$ cat src/rtl/ex_operand_stage.sv
// ID/EX pipeline register with operand forwarding for the RV32I EX stage.
// Captures decoded ID fields, inserts bubbles on load-use stall or flush, and forwards ALU operands.
module ex_operand_stage (
  input  logic        clk,
  input  logic        rstn,
  input  logic        id_valid,
  input  logic [31:0] id_PC,
  input  logic [31:0] id_rd1,
  input  logic [31:0] id_rd2,
  input  logic [31:0] id_imm,
  input  logic [4:0]  id_rs1,
  input  logic [4:0]  id_rs2,
  input  logic [4:0]  id_rd,
  input  logic [4:0]  id_ALUOp,
  input  logic        id_ALUSrc,
  input  logic        id_RegWrite,
  input  logic        id_MemRead,
  input  logic        id_MemWrite,
  input  logic [1:0]  id_WDSel,
  input  logic        flush,
  input  logic        exmem_RegWrite,
  input  logic [4:0]  exmem_rd,
  input  logic [31:0] exmem_result,
  input  logic        memwb_RegWrite,
  input  logic [4:0]  memwb_rd,
  input  logic [31:0] memwb_wdata,
  output logic        stall,
  output logic        ex_valid,
  output logic [31:0] ex_A,
  output logic [31:0] ex_B,
  output logic [4:0]  ex_ALUOp,
  output logic [31:0] ex_PC,
  output logic [31:0] ex_store_data,
  output logic [4:0]  ex_rd,
  output logic        ex_RegWrite,
  output logic        ex_MemRead,
  output logic        ex_MemWrite,
  output logic [1:0]  ex_WDSel
);

  logic        vld_p1;
  logic [31:0] pc_p1;
  logic [31:0] rd1_p1;
  logic [31:0] rd2_p1;
  logic [31:0] imm_p1;
  logic [4:0]  rs1_p1;
  logic [4:0]  rs2_p1;
  logic [4:0]  rd_p1;
  logic [4:0]  aluop_p1;
  logic        alusrc_p1;
  logic        regwrite_p1;
  logic        memread_p1;
  logic        memwrite_p1;
  logic [1:0]  wdsel_p1;

  logic [31:0] cap_rd1;
  logic [31:0] cap_rd2;
  logic        bubble;
  logic [31:0] fwd_rs1;
  logic [31:0] fwd_rs2;

  function automatic logic [31:0] wb_bypass(
    input logic [4:0]  rs,
    input logic [31:0] rf_val,
    input logic        wb_we,
    input logic [4:0]  wb_rd,
    input logic [31:0] wb_val
  );
    if (wb_we && wb_rd != 5'd0 && wb_rd == rs)
      return wb_val;
    return rf_val;
  endfunction

  function automatic logic [31:0] forward(
    input logic [4:0]  rs,
    input logic [31:0] base,
    input logic        mem_we,
    input logic [4:0]  mem_rd,
    input logic [31:0] mem_val,
    input logic        wb_we,
    input logic [4:0]  wb_rd,
    input logic [31:0] wb_val
  );
    if (mem_we && mem_rd != 5'd0 && mem_rd == rs)
      return mem_val;
    if (wb_we && wb_rd != 5'd0 && wb_rd == rs)
      return wb_val;
    return base;
  endfunction

  // ID side: capture-time bypass of the register file write happening this cycle
  assign cap_rd1 = wb_bypass(id_rs1, id_rd1, memwb_RegWrite, memwb_rd, memwb_wdata);
  assign cap_rd2 = wb_bypass(id_rs2, id_rd2, memwb_RegWrite, memwb_rd, memwb_wdata);

  assign stall = vld_p1 & memread_p1 & (rd_p1 != 5'd0) & id_valid &
                 ((id_rs1 == rd_p1) | (id_rs2 == rd_p1)) & ~flush;
  assign bubble = flush | stall;

  // ID/EX register boundary
  always_ff @(posedge clk) begin
    if (!rstn || bubble) begin
      vld_p1      <= 1'b0;
      pc_p1       <= '0;
      rd1_p1      <= '0;
      rd2_p1      <= '0;
      imm_p1      <= '0;
      rs1_p1      <= '0;
      rs2_p1      <= '0;
      rd_p1       <= '0;
      aluop_p1    <= '0;
      alusrc_p1   <= 1'b0;
      regwrite_p1 <= 1'b0;
      memread_p1  <= 1'b0;
      memwrite_p1 <= 1'b0;
      wdsel_p1    <= '0;
    end else begin
      vld_p1      <= id_valid;
      pc_p1       <= id_PC;
      rd1_p1      <= cap_rd1;
      rd2_p1      <= cap_rd2;
      imm_p1      <= id_imm;
      rs1_p1      <= id_rs1;
      rs2_p1      <= id_rs2;
      rd_p1       <= id_rd;
      aluop_p1    <= id_ALUOp;
      alusrc_p1   <= id_ALUSrc;
      regwrite_p1 <= id_RegWrite;
      memread_p1  <= id_MemRead;
      memwrite_p1 <= id_MemWrite;
      wdsel_p1    <= id_WDSel;
    end
  end

  // EX side: operand forwarding, EX/MEM before MEM/WB
  assign fwd_rs1 = forward(rs1_p1, rd1_p1, exmem_RegWrite, exmem_rd, exmem_result,
                           memwb_RegWrite, memwb_rd, memwb_wdata);
  assign fwd_rs2 = forward(rs2_p1, rd2_p1, exmem_RegWrite, exmem_rd, exmem_result,
                           memwb_RegWrite, memwb_rd, memwb_wdata);

  assign ex_valid      = vld_p1;
  assign ex_A          = fwd_rs1;
  assign ex_B          = alusrc_p1 ? imm_p1 : fwd_rs2;
  assign ex_store_data = fwd_rs2;
  assign ex_ALUOp      = aluop_p1;
  assign ex_PC         = pc_p1;
  assign ex_rd         = rd_p1;
  assign ex_RegWrite   = regwrite_p1;
  assign ex_MemRead    = memread_p1;
  assign ex_MemWrite   = memwrite_p1;
  assign ex_WDSel      = wdsel_p1;

endmodule

$ cat config.mk
export PLATFORM = sky130hd
export DESIGN_NAME = ex_operand_stage
export DESIGN_NICKNAME = d
export VERILOG_FILES = /design/src/rtl/ex_operand_stage.sv
export SDC_FILE = /design/constraint.sdc
export NUM_CORES = 1
export LEC_CHECK = 0
export BUFFER_PORTS_ARGS = -buffer_cell sky130_fd_sc_hd__buf_4
export CORE_AREA = 2 2 148 150
export DETAILED_ROUTE_END_ITERATION = 7
export DIE_AREA = 0 0 150 152
export PLACE_DENSITY_LB_ADDON = 0.3
export RECOVER_POWER = 50
export SLEW_MARGIN = 25
export SYNTH_ARGS = -nofsm -noshare
export SYNTH_HDL_FRONTEND = slang
export SYNTH_SLANG_ARGS = --single-unit
$ cat constraint.sdc
create_clock -name clk -period 4.46 [get_ports clk]
set_clock_uncertainty 0.15 [all_clocks]
set_input_delay 0.223 -clock clk [delete_from_list [all_inputs] [get_ports clk]]
set_output_delay 0.223 -clock clk [all_outputs]
set_load 0.05 [all_outputs]
==> impl_metrics.csv, run 1 <==
group,metric,value,unit
die,core_region_area,21400,um2
worst_setup_path,cp.required,4.58,ns
worst_setup_path,cp_data_arrival_time,3.80,ns
worst_setup_path,timing.rr.start,"ex_rd[2]",
timing,timing.hold.ws,0.392,ns
worst_setup_path,cp_max_fo,16,
logic_synthesis,yosysMostFrequentCell,"dfxtp_1",
logic_synthesis,ys_seq_elements,155,
global_route,grt_usage,25.2,%
clocking,clkSinkCount,155,
logic_synthesis,yosys_warnings,0,
logic_synthesis,netlist_area,7210,um2
logic_synthesis,synth_common_cells,"dfxtp_1, nor2_1, and2_1",
die,start_util,33.8,%
drt,vias,8085,
logic_synthesis,ys_types,36,
drt,drc,0,
global_route,grt_max_degree,92,
power,sw_frac_of_total,31.1,%
logic_synthesis,synth_top_area_share,43.0,%
worst_hold_path,hp-class,"in2reg",
power,seq_power_share,37.4,%
die,die_width,150,um
drt,first_iter_violations,467,
global_route,grt_pass1_wl,44900,um
placement,placed_area,10200,um2
worst_setup_path,startpoint,"id_rs2[4]",
drt,wl,29300,um
timing,final_max_slew_viol_count,92,
outcome,violations,"capacitance limit, slew limit",
clocking,post_cts_resize_count,0,
clocking,clockBufferDepth,2,
clocking,clock_latency,0.42,ns
timing,tightest_slew,1.51,ns
clocking,root_buffer,"clkbuf_16",
power,clkPwrFrac,37.0,%
clocking,cts_tree,"done",
clocking,post_cts_buffers,0,
timing,setup_viol,0,
clocking,numCtsBuffers,17,
logic_synthesis,syn_nets,1038,
power,p_sw,0.00122,W
logic_synthesis,synth_top_area_cell,"dfxtp_1",
timing,setup_slack,0.776,ns
worst_setup_path,slowest_stage,"clkbuf_1",
finish,syn_to_final_growth,77.4,%
power,combPwrFrac,25.7,%
logic_synthesis,yosys-top-cells-area,"dfxtp_1, mux2i_1, and2_1",
timing,period_share,82.6,%
worst_setup_path,cp_cell_sequence,"dlygate4sd3_1 -> clkbuf_1 -> xnor2_1 -> nand3_1 -> nor4_1 -> clkbuf_1 -> mux2i_1 -> dlygate4sd3_1 -> nor2_1",
finish,drive_above_1_share,31.5,%
timing,hold_violations,0,
finish,final_util,59.9,%
worst_setup_path,worstSetupPathType,"in2reg",
die,dieArea,22800,um2
power,ir_worst_vdd,232,uV
worst_setup_path,cpPeakStageDelay,1.09,ns
global_route,antenna_found_initial,3,
drt,via_per_inst,4.87,
worst_hold_path,min_from,"id_ALUOp[3]",
timing,post-route-min-period,3.68,ns
logic_synthesis,synth_edf_count,0,
timing,max_freq,0.271,GHz
clocking,postCtsHoldBufs,219,
logic_synthesis,avgSynthCellArea,8.97,um2
placement,port_buffers,378,
power,total_leakage_power,5.33,nW
run,drv_cap,1,
clocking,htreeDepth,4,
timing,fin_tns_setup,0,ns
logic_synthesis,syn_inst,804,
drt,drtPass1Iterations,5,
outcome,status,"finished, violations left",
worst_setup_path,cp-start-kind,"input port",
die,std_cell_rows,54,
global_route,grt_pass1_vias,8459,
drt,wire_per_inst,17.7,um
global_route,grt_overflow,0,
placement,place_hpwl,19000,um
finish,layout.nets,1598,
power,intPower,0.00271,W
power,p_per_area,307,nW/um2
logic_synthesis,synthFlopType,"dfxtp_1",
die,num_io_pins,379,
logic_synthesis,yosysSeqAreaShare,43.0,%
die,dieHeight,152,um
finish,finalInstanceArea,12800,um2
logic_synthesis,synthArstFlopShare,0,%
placement,dp_slack,1.37,ns
timing,slew_headroom,-0.730,%
clocking,clkSlewWorstSetupHoldPaths,0.07,ns
timing,rsz0062_at_grt,"no",
drt,ant_nets,0,
placement,gp_congestion,0.865,
worst_setup_path,critPathCaptureType,"flop",
-- metal layers --
layer,GRT usage (%),routed length [um]
met5,0,0
met4,11.8,1010
met3,6.10,2320
met2,44.3,14800
met1,28.5,11200
-- cells by family (layout without fill, tap and decap cells) --
kind of cell,after synthesis,after routing,synth area share [%]
buffers and inverters,68,641,4.51
AND/OR/NAND/NOR,339,339,23.0
multiplexers,96,96,13.9
AO/OA/AOI/OAI,106,106,10.7
XOR/XNOR,40,40,4.86
other,0,3,0
flip-flops,155,155,43.0
-- area by class of cell --
cell class | count | area [um2]
clock buffer | 19 | 453
tap | 280 | 350
clock inverter | 13 | 133
sequential | 155 | 3100
fill | 1871 | 8560
antenna | 3 | 7.51
multi-input combinational | 581 | 3820
inverter | 1 | 3.75
timing repair buffer | 608 | 4910
-- path summary, 6_finish.rpt --
check | to | slack (ns) | cells past startpoint
worst max-delay path | rd2_p1[31] | 0.78 | 9
worst min-delay path | ex_ALUOp[3] | 0.39 | 3
worst max register to register | imm_p1[2] | 1.74 | 6
worst min register to register | rd2_p1[26] | 1.28 | 4
-- power by group through the flow --
stage / logic [W] / registers, W / clock network [W]
floorplan: 0.000432 / 0.00155 / 0
global placement: 0.000848 / 0.00150 / 0
detailed placement: 0.000852 / 0.00150 / 0
CTS: 0.00102 / 0.00147 / 0.00148
global route: 0.00106 / 0.00147 / 0.00155
finish: 0.00101 / 0.00147 / 0.00145
-- flip-flops by register name, summed over array words and instances, names as in the netlist, 2 cells and up --
register  cells
rd2_p1       32
ex_PC        32
ex_WDSel      2
rs1_p1        5
ex_ALUOp      5
rs2_p1        5
ex_rd         5
rd1_p1       32
imm_p1       32
-- worst max-delay path: cells and delay by family --
| kind | cells | cell delay [ns] |
|---|---|---|
| XOR/XNOR | 1 | 0.14 |
| multiplexers | 1 | 0.34 |
| AND/OR/NAND/NOR | 3 | 0.64 |
| buffers and inverters | 4 | 2.44 |
-- layout by cell type (no fill, tap or decap), types with 2 or more instances in the layout --
cell and instances:
and2_0 31, o21ai_0 9, a31oi_2 20, nor3_1 33, clkinv_4 5, mux2i_1 64
xor2_1 13, clkbuf_16 17, mux2_2 32, or4_4 2, nand3_1 38, inv_8 2
clkbuf_1 52, o21ai_1 25, nand2_1 67, dfxtp_1 154, clkinv_2 2, buf_4 336
nor4_1 2, inv_6 3, xnor2_1 27, diode_2 3, dlygate4sd3_1 219, nor2_1 98
and2_1 60, clkbuf_8 2, a31oi_1 44, o211ai_4 2
-- metrics by stage --
stage | total power, W | std cells
final | 0.00392 | 1660
after global routing | 0.00408 | 1660
after CTS | 0.00396 | 1657
after detailed placement | 0.00235 | 1406
after global placement | 0.00234 | 1406
after floorplan | 0.00198 | 804
No activity file was read; power rests on OpenSTA's default activity.
==> inputs of run 2 (changes only) <==
--- a/config.mk
+++ b/config.mk
@@ -5,6 +5,7 @@
 export SDC_FILE = /design/constraint.sdc
 export NUM_CORES = 1
 export LEC_CHECK = 0
+export ABC_AREA = 1
 export BUFFER_PORTS_ARGS = -buffer_cell sky130_fd_sc_hd__buf_4
 export CORE_AREA = 2 2 148 150
 export DETAILED_ROUTE_END_ITERATION = 7
==> constraint.sdc (replaced) <==
create_clock -name clk -period 3.1 [get_ports clk]
set_clock_uncertainty 0.15 [all_clocks]
set_input_delay 0.155 -clock clk [delete_from_list [all_inputs] [get_ports clk]]
set_output_delay 0.155 -clock clk [all_outputs]
set_load 0.05 [all_outputs]
==> run 2 against run 1 <==
The run now ends clean. Synthesized cell count rose by 44%. Design area grew 5.4%. Sequential cell count is the same. Register-to-register slack got worse by 1.4 ns. Largest cell class unchanged.
==> impl_metrics.csv, run 2 <==
group,metric,value,unit
logic_synthesis,ys_types,26,
placement,port_buffers,378,
worst_setup_path,r2r_slack,0.31,ns
worst_hold_path,hp-class,"in2reg",
logic_synthesis,avgSynthCellArea,6.90,um2
die,dieHeight,152,um
clocking,numCtsBuffers,17,
drt,vias,10000,
drt,wl,34700,um
logic_synthesis,syn_nets,1394,
global_route,grt_pass1_vias,10500,
timing,rsz0062_at_grt,"no",
placement,place_hpwl,21600,um
logic_synthesis,synth_common_cells,"nand2_1, nand3_1, dfxtp_1",
drt,ant_nets,0,
die,dieArea,22800,um2
worst_setup_path,slowest_stage,"nor2_4",
clocking,post_cts_buffers,0,
finish,final_util,63.2,%
timing,timing.hold.ws,0.183,ns
worst_hold_path,min_from,"flush",
drt,first_iter_violations,659,
timing,fin_tns_setup,0,ns
logic_synthesis,synthArstFlopShare,0,%
worst_hold_path,hold_end,"rs1_p1[1]",
power,power,0.00584,W
worst_setup_path,worstSetupPathType,"reg2out",
finish,mostFrequentLayoutCells,"buf_4, nand2_1, dlygate4sd3_1",
timing,max_freq,0.340,GHz
clocking,clkSlewWorstSetupHoldPaths,0.07,ns
drt,wire_per_inst,17.3,um
placement,gp_congestion,0.872,
timing,post-route-min-period,2.94,ns
drt,drtPass1Iterations,6,
power,ir_worst_vdd,363,uV
run,drv_cap,0,
logic_synthesis,yosysMostFrequentCell,"nand2_1",
die,core_region_area,21400,um2
finish,finalInstanceArea,13500,um2
worst_setup_path,cpPeakStageDelay,0.59,ns
finish,syn_to_final_growth,68.4,%
worst_setup_path,cp_cell_sequence,"xor2_1 -> nor2_4 -> nand2_4 -> nand2_1 -> nand3_1 -> nand2_1 -> buf_4",
logic_synthesis,synth_top_area_share,38.7,%
clocking,cts_tree,"done",
timing,hold_violations,0,
logic_synthesis,yosysSeqAreaShare,38.7,%
global_route,grt_pass1_wl,53000,um
finish,drive_above_1_share,22.8,%
drt,via_per_inst,4.99,
placement,placed_area,10900,um2
worst_setup_path,cp_data_arrival_time,2.64,ns
worst_setup_path,cp.required,2.79,ns
finish,final_common_cell,"buf_4",
die,die_width,150,um
clocking,clock_latency,0.43,ns
timing,final_max_slew_viol_count,0,
die,std_cell_rows,54,
worst_setup_path,r2r_end,"rd2_p1[14]",
outcome,status,"finished, final reports clean",
worst_setup_path,cp_max_fo,32,
finish,layout.nets,1950,
die,num_io_pins,379,
logic_synthesis,synth_top_area_cell,"dfxtp_1",
global_route,grt_usage,29.5,%
clocking,htreeDepth,4,
timing,slew_headroom,31.2,%
logic_synthesis,yosys_warnings,0,
clocking,clkSinkCount,155,
global_route,grt_max_degree,53,
timing,tightest_slew,1.03,ns
worst_hold_path,worstHoldPathCells,4,
worst_setup_path,cp_common_cell,"nand2_1",
timing,setup_viol,0,
worst_setup_path,critPathCaptureType,"output pin",
power,p_per_area,433,nW/um2
logic_synthesis,syn_inst,1160,
worst_setup_path,timing.rr.start,"ex_rd[1]",
logic_synthesis,synthFlopType,"dfxtp_1",
global_route,antenna_found_initial,2,
clocking,clockBufferDepth,2,
timing,period_share,95.0,%
logic_synthesis,ys_seq_elements,155,
logic_synthesis,netlist_area,8010,um2
logic_synthesis,synth_edf_count,0,
power,total_leakage_power,6.92,nW
worst_setup_path,reg2regPathDepth,9,
die,start_util,37.5,%
logic_synthesis,yosys-top-cells-area,"dfxtp_1, nand2_1, nand3_1",
worst_setup_path,cp-start-kind,"flop",
global_route,grt_overflow,0,
drt,drc,0,
clocking,root_buffer,"clkbuf_16",
run 2: worst max-delay path by stage:
stage	slack, ns	from	end
after global routing	0.06	rs1_p1[4]	ex_A[28]
after global placement	0.30	rs1_p1[3]	ex_A[27]
after CTS	0.05	rs1_p1[3]	ex_A[3]
final	0.16	rs1_p1[4]	ex_A[28]
after detailed placement	0.25	rs1_p1[3]	ex_A[3]
after floorplan	1.00	ex_rd[1]	stall
run 2: cell families after synthesis:
group | after synthesis | synth area share [%]
xor gates and xnor gates | 34 | 3.72
buffers and inverters | 211 | 12.6
DFF | 155 | 38.7
and+or+nand+nor | 693 | 40.7
AOI/OAI and AO/OA | 67 | 4.19
run 2: cell type report:
cell class	count	area [um2]
Timing Repair Buffer	615	4990
Antenna cell	2	5.00
Multi-Input combinational cell	795	3930
Inverter	132	495
Sequential cell	155	3100
Clock buffer	18	439
Fill cell	1882	7860
Tap cell	280	350
Clock inverter	14	171
run 2: metrics by stage:
step | setup slack (ns) | std cells
after CTS | 0.0456 | 2008
after floorplan | 1.00 | 1160
final | 0.156 | 2011
after global placement | 0.297 | 1757
after global routing | 0.0622 | 2011
after detailed placement | 0.255 | 1757
run 2: timing repair:
action	in CTS	in global routing
pin swaps	0	1
endpoints found under the hold margin	155	0
gates cloned	0	1
hold buffers	219	0
resized for setup	1	0
setup endpoints to repair	32	32
run 2: layer usage:
metal | GRT usage (%) | share of wire, %
met4 | 13.1 | 3.2
met2 | 53.0 | 51
met1 | 32.4 | 37
met3 | 7.72 | 8.9
met5 | 0 | 0
run 2: critical path, delay by kind of cell (launching register included):
family,cells,cell delay (ns)
buffers and inverters,1,0.19
AND/OR/NAND/NOR,5,1.41
XOR/XNOR,1,0.23
flip-flops,1,0.38
run 2: power breakdown:
part / switching, W / internal, W / total [W]
clock: 0.000947 / 0.00124 / 0.00219
sequential: 0.0000290 / 0.00207 / 0.00210
combinational: 0.000923 / 0.000627 / 0.00155
total: 0.00190 / 0.00394 / 0.00584
==> inputs of run 3 (changes only) <==
--- a/config.mk
+++ b/config.mk
@@ -7,9 +7,10 @@
 export LEC_CHECK = 0
 export ABC_AREA = 1
 export BUFFER_PORTS_ARGS = -buffer_cell sky130_fd_sc_hd__buf_4
-export CORE_AREA = 2 2 148 150
+export CORE_AREA = 2 2 147 149
+export CTS_BUF_LIST = sky130_fd_sc_hd__clkbuf_8
 export DETAILED_ROUTE_END_ITERATION = 7
-export DIE_AREA = 0 0 150 152
+export DIE_AREA = 0 0 149 151
 export PLACE_DENSITY_LB_ADDON = 0.3
 export RECOVER_POWER = 50
 export SLEW_MARGIN = 25
==> run 3 against run 2 <==
Count of clock-buffer cells in the layout down 1. Non-clock buffer count up 1. Clock power shrank 22%. Power shrank 8.2%. Sequential share of layout area is 0.29 points higher. Register-to-register slack improved by 0.02 ns. Global-route usage grew 0.63 points. Via count grew 0.41%.
==> impl_metrics.csv, run 3 (synthesis results as in run 2) <==
group,metric,value,unit
timing,timing.hold.ws,0.192,ns
worst_setup_path,cp_cell_sequence,"dlygate4sd3_1 -> clkbuf_1 -> or2_2 -> a21oi_1 -> nand3_1 -> nand2_1 -> nand2_1 -> nand2_4 -> buf_12 -> a21oi_1 -> dlygate4sd3_1",
power,power,0.00536,W
finish,final_util,64.0,%
global_route,antenna_found_initial,4,
finish,mostFrequentLayoutCells,"buf_4, nand2_1, dlygate4sd3_1",
drt,wire_per_inst,17.3,um
worst_setup_path,slowest_stage,"dlygate4sd3_1",
drt,drtPass1Iterations,6,
timing,period_share,92.1,%
finish,multi_input_area,3940,um2
die,dieHeight,151,um
placement,port_buffers,378,
timing,setup_viol,0,
timing,max_freq,0.350,GHz
power,total_leakage_power,6.85,nW
timing,rsz0062_at_grt,"no",
clocking,clock_latency,0.46,ns
finish,layout.nets,1950,
clocking,clkSinkCount,155,
clocking,clkSlewWorstSetupHoldPaths,0.11,ns
clocking,numCtsBuffers,17,
die,dieArea,22500,um2
clocking,root_buffer,"clkbuf_8",
placement,placed_area,10900,um2
timing,post-route-min-period,2.86,ns
drt,drc,0,
drt,wl,34700,um
timing,fin_tns_setup,0,ns
finish,fill_cells,1861,
clocking,post_cts_buffers,0,
global_route,grt_overflow,0,
die,core_region_area,20800,um2
finish,ff_latch_area,3100,um2
worst_setup_path,worstSetupPathType,"in2reg",
clocking,clockBufferDepth,2,
global_route,grt_pass1_vias,10600,
die,std_cell_rows,53,
worst_setup_path,cp-start-kind,"input port",
placement,gp_congestion,0.862,
finish,syn_to_final_growth,66.3,%
finish,final_common_cell,"buf_4",
die,die_width,149,um
die,num_io_pins,379,
timing,final_max_slew_viol_count,0,
timing,hold_violations,0,
global_route,grt_pass1_wl,53000,um
worst_setup_path,critPathCaptureType,"flop",
die,start_util,38.5,%
power,ir_worst_vdd,288,uV
worst_setup_path,cpPeakStageDelay,0.58,ns
power,p_per_area,403,nW/um2
clocking,htreeDepth,4,
drt,vias,10100,
worst_setup_path,cp.required,3.29,ns
worst_setup_path,cp_data_arrival_time,3.04,ns
outcome,status,"finished, final reports clean",
timing,slew_headroom,45.0,%
worst_setup_path,cp_max_fo,48,
run,drv_cap,0,
clocking,cts_tree,"done",
global_route,grt_usage,30.2,%
drt,via_per_inst,5.01,
worst_hold_path,hp-class,"in2reg",
drt,ant_nets,0,
placement,place_hpwl,21700,um
global_route,grt_max_degree,49,
drt,first_iter_violations,614,
timing,tightest_slew,0.826,ns
finish,drive_above_1_share,23.0,%
finish,finalInstanceArea,13300,um2
-- run 3: cell types whose count changed in the layout (fill, tap and decap cells not counted), moves of 7 or more --
cell,previous run,this run
buf_4,341,334
clkbuf_2,0,9
clkbuf_8,1,17
clkbuf_16,17,0
-- run 3: path summary, 6_finish.rpt --
check / startpoint / end / slack [ns] / depth (start not counted)
worst max-delay path: id_rs1[1] / rd2_p1[2] / 0.24 / 11
worst min-delay path: flush / rs1_p1[0] / 0.19 / 4
worst max register to register: ex_rd[1] / rd2_p1[2] / 0.33 / 9
worst min register to register: ex_valid / rs1_p1[0] / 0.88 / 5
-- run 3: where the power goes --
group	switching, W	leakage (nW)	internal [W]
logic	0.000930	5.36	0.000627
clock network	0.000874	0.219	0.000831
registers	0.0000295	1.27	0.00207
-- run 3: repair_timing --
action | in CTS | in global routing
endpoints found under the setup margin | 0 | 0
hold buffers | 219 | 0
hold endpoints to repair | 155 | 0
gates resized for setup | 0 | 0
-- run 3: critical path: cells and delay by family --
family          cells  cell delay [ns]
compound gates      2             0.26
buf+inv             4             1.60
simple gates        5             0.97
-- run 3: stage by stage --
step	setup WS, ns	cells
floorplan	1.00	1160
global placement	0.908	1753
detailed placement	0.856	1753
CTS	0.345	2004
global route	0.128	2008
finish	0.245	2008
-- run 3: area by class of cell --
type / count / area share (%)
inverter: 132 / 3.72
antenna: 4 / 0.0751
tap: 275 / 2.58
clock buffer: 17 / 1.76
clock inverter: 15 / 1.48
multi-input combinational: 794 / 29.6
sequential: 155 / 23.3
timing repair buffer: 616 / 37.5
-- run 3: per-layer routing --
metal / global-route usage, % / wire length [um]
met1: 32.7 / 12800
met2: 54.2 / 17400
met3: 7.56 / 3010
met4: 16.3 / 1540
met5: 0 / 0
